[config.mk]
export PLATFORM = sky130hd
export DESIGN_NAME = button_event_capture
export DESIGN_NICKNAME = d
export VERILOG_FILES = /design/src/rtl/button_evt_pkg.sv /design/src/rtl/button_event_capture_if.sv /design/src/rtl/button_event_capture_core.sv /design/src/rtl/evt_fifo.sv /design/src/rtl/button_event_capture.sv
export SDC_FILE = /design/constraint.sdc
export NUM_CORES = 1
export LEC_CHECK = 0
export CAP_MARGIN = 0
export CELL_PAD_IN_SITES_DETAIL_PLACEMENT = 1
export CELL_PAD_IN_SITES_GLOBAL_PLACEMENT = 1
export CORE_UTILIZATION = 45
export CTS_CLUSTER_SIZE = 30
export DETAILED_ROUTE_END_ITERATION = 16
export DONT_BUFFER_PORTS = 1
export HOLD_SLACK_MARGIN = 0.06
export PLACE_DENSITY_LB_ADDON = 0.12
export SYNTH_ARGS = -nofsm -noshare
export SYNTH_HDL_FRONTEND = slang
export SYNTH_SLANG_ARGS = --single-unit
[constraint.sdc]
create_clock -name wb_clk_i -period 4.2 [get_ports wb_clk_i]
set_input_delay 0.63 -clock wb_clk_i [delete_from_list [all_inputs] [get_ports wb_clk_i]]
set_output_delay 0.63 -clock wb_clk_i [all_outputs]
set_load 0.02 [all_outputs]
[src/rtl/button_evt_pkg.sv]
// rtl/button_evt_pkg.sv - register map, reset values and event word layout
package button_evt_pkg;

    localparam logic [31:0] BASE_ADDR_DEFAULT = 32'h3000_0000;
    localparam logic [15:0] DBNC_RESET        = 16'd1000;

    localparam logic [3:0] OFF_CTRL   = 4'h0;
    localparam logic [3:0] OFF_DBNC   = 4'h4;
    localparam logic [3:0] OFF_STATUS = 4'h8;
    localparam logic [3:0] OFF_EVENT  = 4'hC;

    // Registers are word aligned, so adr[3:2] selects one of the four.
    typedef enum logic [1:0] {
        REG_CTRL   = OFF_CTRL[3:2],
        REG_DBNC   = OFF_DBNC[3:2],
        REG_STATUS = OFF_STATUS[3:2],
        REG_EVENT  = OFF_EVENT[3:2]
    } reg_e;

    localparam int CTRL_EN_BIT     = 0;
    localparam int CTRL_IRQ_EN_BIT = 1;
    localparam int STAT_COUNT_LSB  = 8;
    localparam int STAT_OVF_BIT    = 16;

    localparam int EVT_VALID_BIT = 31;
    localparam int EVT_RISE_BIT  = 30;
    localparam int EVT_IDX_LSB   = 24;
    localparam int EVT_TS_LSB    = 0;

    function automatic logic [31:0] make_event(input logic       rise,
                                               input logic [2:0]  idx,
                                               input logic [15:0] ts);
        logic [31:0] w;
        w                       = '0;
        w[EVT_VALID_BIT]        = 1'b1;
        w[EVT_RISE_BIT]         = rise;
        w[EVT_IDX_LSB +: 3]     = idx;
        w[EVT_TS_LSB +: 16]     = ts;
        return w;
    endfunction

endpackage

[src/rtl/button_event_capture_if.sv]
// rtl/button_event_capture_if.sv - Wishbone register bus bundle
interface button_event_capture_if;
    logic        cyc;
    logic        stb;
    logic        we;
    logic [3:0]  sel;
    logic [31:0] adr;
    logic [31:0] dat_w;
    logic [31:0] dat_r;
    logic        ack;

    modport master (output cyc, stb, we, sel, adr, dat_w, input ack, dat_r);
    modport slave  (input cyc, stb, we, sel, adr, dat_w, output ack, dat_r);
endinterface

[src/rtl/button_event_capture_core.sv]
// rtl/button_event_capture_core.sv - synchronizers, debounce, event capture and register file
module button_event_capture_core
    import button_evt_pkg::*;
#(
    parameter int          NUM_IN     = 8,
    parameter int          FIFO_DEPTH = 8,
    parameter logic [31:0] BASE_ADDR  = BASE_ADDR_DEFAULT
) (
    input  logic                  clk_i,
    input  logic                  rst_i,
    button_event_capture_if.slave bus,
    input  logic [NUM_IN-1:0]     btn_i,
    output logic [NUM_IN-1:0]     btn_state_o,
    output logic                  irq_o
);
    localparam int CW = $clog2(FIFO_DEPTH + 1);

    logic [NUM_IN-1:0] sync1_q, sync2_q, state_q, state_d, flip;
    logic [15:0]       cnt_q [NUM_IN];
    logic [15:0]       cnt_d [NUM_IN];
    logic [NUM_IN-1:0] pend_q, pend_d, rise_q, rise_d, push_onehot;
    logic [15:0]       dbnc_q, dbnc_d, dbnc_eff, ts_q;
    logic [1:0]        ctrl_q, ctrl_d;
    logic              ovf_q, ovf_d, ovf_set, ovf_clr;
    logic              ack_q, irq_q;
    logic [31:0]       dat_q, dat_d, rdata, status;
    logic              push_req;
    logic [2:0]        push_idx;
    logic              fifo_full, fifo_empty;
    logic [CW-1:0]     fifo_count;
    logic [31:0]       fifo_data, fifo_count_ext;
    logic              hit, access, rd, wr, pop;
    reg_e              reg_sel;
    logic              unused_bits;

    assign hit     = bus.cyc & bus.stb & (bus.adr[31:4] == BASE_ADDR[31:4]);
    assign access  = hit & ~ack_q;
    assign rd      = access & ~bus.we;
    assign wr      = access & bus.we;
    assign reg_sel = reg_e'(bus.adr[3:2]);
    assign pop     = rd & (reg_sel == REG_EVENT) & ~fifo_empty;

    // The flip lands on the DBNC-th consecutive disagreeing cycle.
    always_comb begin
        dbnc_eff = (dbnc_q == 16'd0) ? 16'd1 : dbnc_q;
        flip     = '0;
        for (int i = 0; i < NUM_IN; i++) begin
            cnt_d[i] = '0;
            if (sync2_q[i] != state_q[i]) begin
                if (({1'b0, cnt_q[i]} + 17'd1) >= {1'b0, dbnc_eff}) flip[i] = 1'b1;
                else cnt_d[i] = cnt_q[i] + 16'd1;
            end
        end
        state_d = state_q ^ flip;
    end

    always_comb begin
        push_req    = 1'b0;
        push_idx    = '0;
        push_onehot = '0;
        for (int i = NUM_IN - 1; i >= 0; i--) begin
            if (pend_q[i]) begin
                push_req = 1'b1;
                push_idx = 3'(i);
            end
        end
        if (push_req) push_onehot[push_idx] = 1'b1;
    end

    // A flip on an input whose previous event is still pending is lost.
    always_comb begin
        pend_d  = pend_q & ~push_onehot;
        rise_d  = rise_q;
        ovf_set = push_req & fifo_full & ~pop;
        if (ctrl_q[CTRL_EN_BIT]) begin
            for (int i = 0; i < NUM_IN; i++) begin
                if (flip[i]) begin
                    if (pend_q[i]) begin
                        ovf_set = 1'b1;
                    end else begin
                        pend_d[i] = 1'b1;
                        rise_d[i] = ~state_q[i];
                    end
                end
            end
        end
        ovf_clr = wr & (reg_sel == REG_STATUS) & bus.sel[2] & bus.dat_w[STAT_OVF_BIT];
        ovf_d   = (ovf_q & ~ovf_clr) | ovf_set;
    end

    always_comb begin
        fifo_count_ext                = 32'(fifo_count);
        status                        = '0;
        status[NUM_IN-1:0]            = state_q;
        status[STAT_COUNT_LSB +: 4]   = fifo_count_ext[3:0];
        status[STAT_OVF_BIT]          = ovf_q;
        case (reg_sel)
            REG_CTRL:   rdata = {30'd0, ctrl_q};
            REG_DBNC:   rdata = {16'd0, dbnc_q};
            REG_STATUS: rdata = status;
            default:    rdata = fifo_empty ? 32'd0 : fifo_data;
        endcase
        dat_d = rd ? rdata : 32'd0;
    end

    always_comb begin
        ctrl_d = ctrl_q;
        dbnc_d = dbnc_q;
        if (wr && reg_sel == REG_CTRL && bus.sel[0]) ctrl_d = bus.dat_w[1:0];
        if (wr && reg_sel == REG_DBNC) begin
            if (bus.sel[0]) dbnc_d[7:0]  = bus.dat_w[7:0];
            if (bus.sel[1]) dbnc_d[15:8] = bus.dat_w[15:8];
        end
    end

    always_ff @(posedge clk_i) begin
        if (rst_i) begin
            sync1_q <= '0;
            sync2_q <= '0;
            state_q <= '0;
            for (int i = 0; i < NUM_IN; i++) cnt_q[i] <= '0;
            pend_q  <= '0;
            rise_q  <= '0;
            ts_q    <= '0;
            ctrl_q  <= '0;
            dbnc_q  <= DBNC_RESET;
            ovf_q   <= 1'b0;
            ack_q   <= 1'b0;
            dat_q   <= '0;
            irq_q   <= 1'b0;
        end else begin
            sync1_q <= btn_i;
            sync2_q <= sync1_q;
            state_q <= state_d;
            for (int i = 0; i < NUM_IN; i++) cnt_q[i] <= cnt_d[i];
            pend_q  <= pend_d;
            rise_q  <= rise_d;
            ts_q    <= ts_q + 16'd1;
            ctrl_q  <= ctrl_d;
            dbnc_q  <= dbnc_d;
            ovf_q   <= ovf_d;
            ack_q   <= access;
            dat_q   <= dat_d;
            irq_q   <= ctrl_q[CTRL_IRQ_EN_BIT] & ((fifo_count != '0) | ovf_q);
        end
    end

    evt_fifo #(
        .WIDTH (32),
        .DEPTH (FIFO_DEPTH),
        .CW    (CW)
    ) u_fifo (
        .clk_i   (clk_i),
        .rst_i   (rst_i),
        .push_i  (push_req),
        .data_i  (make_event(rise_q[push_idx], push_idx, ts_q)),
        .pop_i   (pop),
        .data_o  (fifo_data),
        .full_o  (fifo_full),
        .empty_o (fifo_empty),
        .count_o (fifo_count)
    );

    assign bus.ack     = ack_q;
    assign bus.dat_r   = dat_q;
    assign btn_state_o = state_q;
    assign irq_o       = irq_q;
    assign unused_bits = ^{bus.adr[1:0], bus.sel[3], bus.dat_w[31:17], fifo_count_ext[31:4]};
endmodule

[src/rtl/evt_fifo.sv]
// rtl/evt_fifo.sv - synchronous FIFO; a pop frees room for a same-cycle push when full
module evt_fifo #(
    parameter int WIDTH = 32,
    parameter int DEPTH = 8,
    parameter int CW    = $clog2(DEPTH + 1)
) (
    input  logic             clk_i,
    input  logic             rst_i,
    input  logic             push_i,
    input  logic [WIDTH-1:0] data_i,
    input  logic             pop_i,
    output logic [WIDTH-1:0] data_o,
    output logic             full_o,
    output logic             empty_o,
    output logic [CW-1:0]    count_o
);
    localparam int AW = (DEPTH > 1) ? $clog2(DEPTH) : 1;

    logic [WIDTH-1:0] mem_q [DEPTH];
    logic [AW-1:0]    wr_ptr_q, rd_ptr_q;
    logic [CW-1:0]    count_q;
    logic             do_push, do_pop;

    function automatic logic [AW-1:0] next_ptr(input logic [AW-1:0] p);
        return (p == AW'(DEPTH - 1)) ? '0 : p + 1'b1;
    endfunction

    assign empty_o = (count_q == '0);
    assign full_o  = (count_q == CW'(DEPTH));
    assign count_o = count_q;
    assign data_o  = mem_q[rd_ptr_q];
    assign do_pop  = pop_i & ~empty_o;
    assign do_push = push_i & (~full_o | do_pop);

    always_ff @(posedge clk_i) begin
        if (rst_i) begin
            wr_ptr_q <= '0;
            rd_ptr_q <= '0;
            count_q  <= '0;
        end else begin
            if (do_push) wr_ptr_q <= next_ptr(wr_ptr_q);
            if (do_pop)  rd_ptr_q <= next_ptr(rd_ptr_q);
            case ({do_push, do_pop})
                2'b10:   count_q <= count_q + 1'b1;
                2'b01:   count_q <= count_q - 1'b1;
                default: count_q <= count_q;
            endcase
        end
    end

    always_ff @(posedge clk_i) begin
        if (do_push) mem_q[wr_ptr_q] <= data_i;
    end
endmodule

[src/rtl/button_event_capture.sv]
// rtl/button_event_capture.sv - debounced button event capture with Wishbone register access
module button_event_capture
    import button_evt_pkg::*;
#(
    parameter int          NUM_IN     = 8,
    parameter int          FIFO_DEPTH = 8,
    parameter logic [31:0] BASE_ADDR  = BASE_ADDR_DEFAULT
) (
    input  logic              wb_clk_i,
    input  logic              wb_rst_i,
    input  logic              wbs_cyc_i,
    input  logic              wbs_stb_i,
    input  logic              wbs_we_i,
    input  logic [3:0]        wbs_sel_i,
    input  logic [31:0]       wbs_adr_i,
    input  logic [31:0]       wbs_dat_i,
    output logic              wbs_ack_o,
    output logic [31:0]       wbs_dat_o,
    input  logic [NUM_IN-1:0] btn_i,
    output logic [NUM_IN-1:0] btn_state_o,
    output logic              irq_o
);
    button_event_capture_if bus_if ();

    assign bus_if.cyc   = wbs_cyc_i;
    assign bus_if.stb   = wbs_stb_i;
    assign bus_if.we    = wbs_we_i;
    assign bus_if.sel   = wbs_sel_i;
    assign bus_if.adr   = wbs_adr_i;
    assign bus_if.dat_w = wbs_dat_i;
    assign wbs_ack_o    = bus_if.ack;
    assign wbs_dat_o    = bus_if.dat_r;

    button_event_capture_core #(
        .NUM_IN     (NUM_IN),
        .FIFO_DEPTH (FIFO_DEPTH),
        .BASE_ADDR  (BASE_ADDR)
    ) u_core (
        .clk_i       (wb_clk_i),
        .rst_i       (wb_rst_i),
        .bus         (bus_if.slave),
        .btn_i       (btn_i),
        .btn_state_o (btn_state_o),
        .irq_o       (irq_o)
    );
endmodule

* Yosys cells after proc, flatten, opt, wreduce, memory -nomap -nowiden
Memories as Yosys holds them, arrays and structs flattened. A register that Yosys moved wholly into a read port is not among the register bits. Index checks and enable logic that the tools add are counted.
Word-level totals: register bits 119, memory bits (writable) 288, input port bits 81, memories kept 2
Memories:
- u_core.u_fifo.mem_q | words 8, width 20, read ports 1, clocked after Yosys merged registers in 1, wr ports 1, RTL line evt_fifo.sv:19 | logic [WIDTH-1:0] mem_q [DEPTH];
- u_core.cnt_q | words 8, width 16, read ports 8, clocked after Yosys merged registers in 0, wr ports 8, RTL line button_event_capture_core.sv:19 | logic [15:0] cnt_q [NUM_IN];
Cells by class: add/sub/neg operators 21, $lt $le $gt $ge 10, equal/unequal tests 17, mux-type cells 110, bitwise gates (word level) 53, reduce and logical (&&, ||, !) cells 20
Operators by type and width (number):
- $mux W16 | 25
- $add A16 B1 Y16 const B | 9
- $add A16 B1 Y17 const B | 8
- $ge A17 B16 Y1 | 8
- $pmux W32 S3 | 1
- $mux W1 | 66
- $mux W3 | 12
- $mux W32 | 1
- $eq A28 B26 Y1 const B | 1
- $reduce_and A3 Y1 | 8
- $not A1 Y1 | 23
- $and A1 B1 Y1 | 16
- $logic_not A16 Y1 | 1
- $mux W8 | 2
- $or A1 B1 Y1 | 11
- $and A8 B8 Y8 | 1
- $ne A1 B1 Y1 | 8
- $not A8 Y8 | 1
- $pmux W4 S2 | 1
- $xor A8 B8 Y8 | 1
- $add A3 B1 Y3 const B | 2
- $eq A2 B2 Y1 const B | 3
- $eq A3 B3 Y1 const B | 2
- $add A4 B1 Y4 const B | 1
- other kinds (14) | 19

* Logic depth before layout (Yosys ltp)
depth in word-level cells 30, gate-level depth with buffers 15, depth with buffers taken out 14

* By module
Synthesis repeated with hierarchy kept, for this count alone.
Unflattened totals: cell total of the unflattened synthesis 1864, area total of the unflattened synthesis 23322.4 um2
Modules (own cells, without submodules):
- button_event_capture_core | instances 1, cells each 1410, area an instance 12717.2 um2
- evt_fifo | instances 1, cells each 454, area an instance 10605.2 um2

* Worst setup path after synthesis
Ideal clock, no wire load.
path type input-to-reg, start point in wbs_adr_i[4], end point mem u_core.u_fifo.mem_q[2][0] (netlist bit), enable pin, library setup time 0.455 ns, data arrival time 3.899 ns, path slack -0.154 ns, cell stages on the path 5, path through nor4_2 > nand4_2 > nor4b_4 > o21bai_2 > nor4b_1
On the way: cells in the longest elaborated chain, start to end 11
RTL lines:
- from (decl) | RTL line button_event_capture.sv:15 | input logic [31:0] wbs_adr_i,
- $eq A28 B26 Y1 | RTL line button_event_capture_core.sv:36 | assign hit = bus.cyc & bus.stb & (bus.adr[31:4] == BASE_ADDR[31:4]);
- $and A1 B1 Y1 | RTL line button_event_capture_core.sv:36
- $and A1 B1 Y1 | RTL line button_event_capture_core.sv:37 | assign access = hit & ~ack_q;
- $and A1 B1 Y1 | RTL line button_event_capture_core.sv:38 | assign rd = access & ~bus.we;
- $and A1 B1 Y1 (2 in series) | RTL line button_event_capture_core.sv:41 | assign pop = rd & (reg_sel == REG_EVENT) & ~fifo_empty;
- $and A1 B1 Y1 | RTL line evt_fifo.sv:32 | assign do_pop = pop_i & ~empty_o;
- $or A1 B1 Y1 | RTL line evt_fifo.sv:33 | assign do_push = push_i & (~full_o | do_pop);
- $and A1 B1 Y1 | RTL line evt_fifo.sv:33
- $mux W1 | RTL line evt_fifo.sv:52 | if (do_push) mem_q[wr_ptr_q] <= data_i;
- $mux W1 (implied by the code) | RTL line evt_fifo.sv:52
- to (decl) | RTL line evt_fifo.sv:19
No other way between the ends.

==> metrics.txt <==
status=finished, final reports clean; Post-synth top cells=dfxtp_1, edfxtp_1, ha_1; GRT Resource Usage Total=0.246; final core utilization=0.513; FMAX=267 MHz; post-route cell area=0.0215 mm2; sequential power share=0.485; antenna-violating nets left=0; MaxCap Viol Count=0; final hold slack=127 ps; CTS clock-pin slew for the worst setup and hold paths=60 ps; Die Footprint=0.0432 mm2; Placed Area=0.0198 mm2; simple-gate share of the synthesized area=0.175; Cell variety after synth=70; CTS tree=built; R2R Path Start=u_core.dbnc_q[10]; starting density of the core=0.456; first-pass GRT wire length=81000 um; combinational fraction of design power=0.009; top cell type's share of synthesized area=0.252; DP Worst Slack=372 ps; routed len/inst=22.9 um; clock sinks=400; crit-path max FO=16; CP bufs+invs=1; Static Leak=8.36 nW; largest net degree at the start of global routing=87; max incr delay on CP=650 ps; gr ovfl total=0; compound-cell area share of the yosys netlist=0.0661; worst path required time=4700 ps; layout cells sized above 1=0.111; ys flop type=dfxtp_1; maximum vdd drop=0.000381 V; xor and xnor fraction of the mapped netlist area=0.0620; proportion of synthesized area in mux cells=0.0748; Critical Path Source Type=register; DR vias=13000; routed wire length=52300 um; RSZ-0062 raised after global routing=no; yosys warns=0; syn_area_per_cell=11.4 um2; Final setup viols=0; core footprint=0.0419 mm2; R2R Setup Slk=460 ps; # DRC=0; Hold Crit Depth=1; clock network fraction of total power=0.506; top cells by area, synth=dfxtp_1, edfxtp_1, ha_1; Hold Crit Start=wb_rst_i; final worst slack=458 ps; Via density=5.71; Post-synth EDFFs=160; Die Span Y=208 um; CP max stage cell=nand3b_1; Hold Path Class=in -> reg; worst r2r dst=u_core.cnt_q[0][60]; synthesized area=0.0191 mm2; top cell type by total area after synthesis=dfxtp_1; period utilization=0.891; delay-heaviest family, CP=simple AND/OR/NAND/NOR gates; CP startpoint=u_core.dbnc_q[10]; max-slew violation count=0; Synth Area in Adders=0.0949; Seq/Total Area, Yosys=0.504; row count=75; CP Class=reg -> reg; crit path DAT=4240 ps; max_slew headroom=0.276; switching part of the total=0.213; largest family of logic cells by synthesized area=simple AND/OR/NAND/NOR gates; Final Hold Viols=0; Worst-Skew Late Latency=600 ps; Setup TNS=0 ps; async set or reset register ratio after synthesis=0; Synth Instances=1679; PwrDens=388 mW/mm2; Post-Layout Cell Count=2284; placed insts=2201; io pins=123; Min-Delay Endpoint=u_core.sync1_q[5]; worst slew pin tran=1090 ps; initial drt markers=636; Critical Path, Cell by Cell=nor4_1 > a41o_1 > buf_4 > ha_1 > nor2b_1 > o221ai_1 > a211o_1 > a21oi_1 > o21ai_0 > nand3b_1 > nor2b_1; area growth from synthesis to layout=12.6%; RePlAce Congestion=0.810; most used cell, CP=nor2b_1; Int Power=6.56 mW; power consumption=8.33 mW; total CTS buffers=46; Reg2Reg Depth=11; vias in the first global route=14000; root buf cell=clkbuf_16; Setup crit end kind=register; initial antenna violation count=0; DP Wirelength=35900 um; Sw Pwr=1.78 mW; H-tree levels=2; DR pass1 iterations=6; Synth Register Bits=400; most frequent cell after synthesis=dfxtp_1; minimum clock period=3740 ps; I/O Buffers=0; Die W=208 um; clk buf depth=3; Worst Skew=25.6 ps; Final #Nets=1935
## logic make-up after synthesis
family | Yosys count
flip-flops | 400
other | 1
multiplexers | 89
XOR/XNOR | 135
AO/OA/AOI/OAI | 185
AND/OR/NAND/NOR | 623
adder cells (fa/ha/maj) | 144
buffers and inverters | 102
## state kept, by name, indices dropped and copies added (netlist names), 8 cells and up, named ones only
signal / flops
u_core.sync1_q: 8
u_core.rise_q: 8
u_core.ts_q: 16
u_core.pend_q: 8
u_core.dbnc_q: 16
u_core.sync2_q: 8
u_core.u_fifo.mem_q: 160
u_core.bus.dat_r: 22
u_core.cnt_q: 128
## routing by layer
| layer | GRT usage | part of all wire | up-vias |
|---|---|---|---|
| li1 | - | - | 6186 |
| met1 | 0.304 | 0.43 | 6536 |
| met2 | 0.429 | 0.49 | 241 |
| met3 | 0.0480 | 0.046 | 83 |
| met4 | 0.0835 | 0.028 | 0 |
| met5 | 0 | 0 | - |
## worst reg2reg max path: stages (launching register included)
cell and delay (ps):
dfxtp_1 360, nor4_1 340, a41o_1 520, buf_4 280, ha_1 250, nor2b_1 120
o221ai_1 150, a211o_1 360, a21oi_1 160, o21ai_0 170, nand3b_1 650, nor2b_1 290
## final cells by class
cell class	count	area, um2
Antenna cell	1	2.50
Clock buffer	62	1380
Clock inverter	20	248
Fill cell	4352	20400
Inverter	49	184
Multi-Input combinational cell	1186	9130
Sequential cell	400	9610
Tap cell	539	674
Timing Repair Buffer	27	240
## cells in the final DEF (no fill, tap or decap), drive strengths merged, types with 19 or more instances in the layout
cell    count
xnor2      70
and4       19
o21ai      25
inv        51
mux2i      30
mux4       41
nand3      72
edfxtp    160
nor2b     128
buf        27
nor3       24
nand2      91
and3       51
a21oi      59
ha        143
xor2       65
dfxtp     240
clkbuf     62
nor2      133
nand4      45
## power by group through the flow
stage / combinational, mW / clock [mW] / sequential, mW
finish: 0.0724 / 4.22 / 4.04
global route: 0.0803 / 4.43 / 4.04
floorplan: 0.0702 / 0 / 4.12
detailed placement: 0.0720 / 0 / 4.13
global placement: 0.0699 / 0 / 4.13
CTS: 0.0725 / 4.29 / 4.04
## how the worst max path moves through the flow
stage                                           end  slack, ps  depth (start not counted)
final                           u_core.cnt_q[0][60]        460                         11
after global routing                   u_core.ovf_q         90                         14
after CTS                       u_core.cnt_q[1][38]        340                         13
after detailed placement        u_core.cnt_q[1][38]        370                         13
after global placement          u_core.cnt_q[1][45]        390                         13
after floorplan           u_core.u_fifo.mem_q[0][0]         80                          5
## timing repair
item | CTS | global route
setup buffers | 0 | 0
setup endpoints to repair | 0 | 16
hold buffers | 0 | 0
resized for setup | 0 | 1
endpoints found under the hold margin | 0 | 0
(Power assumes the default switching activity.)
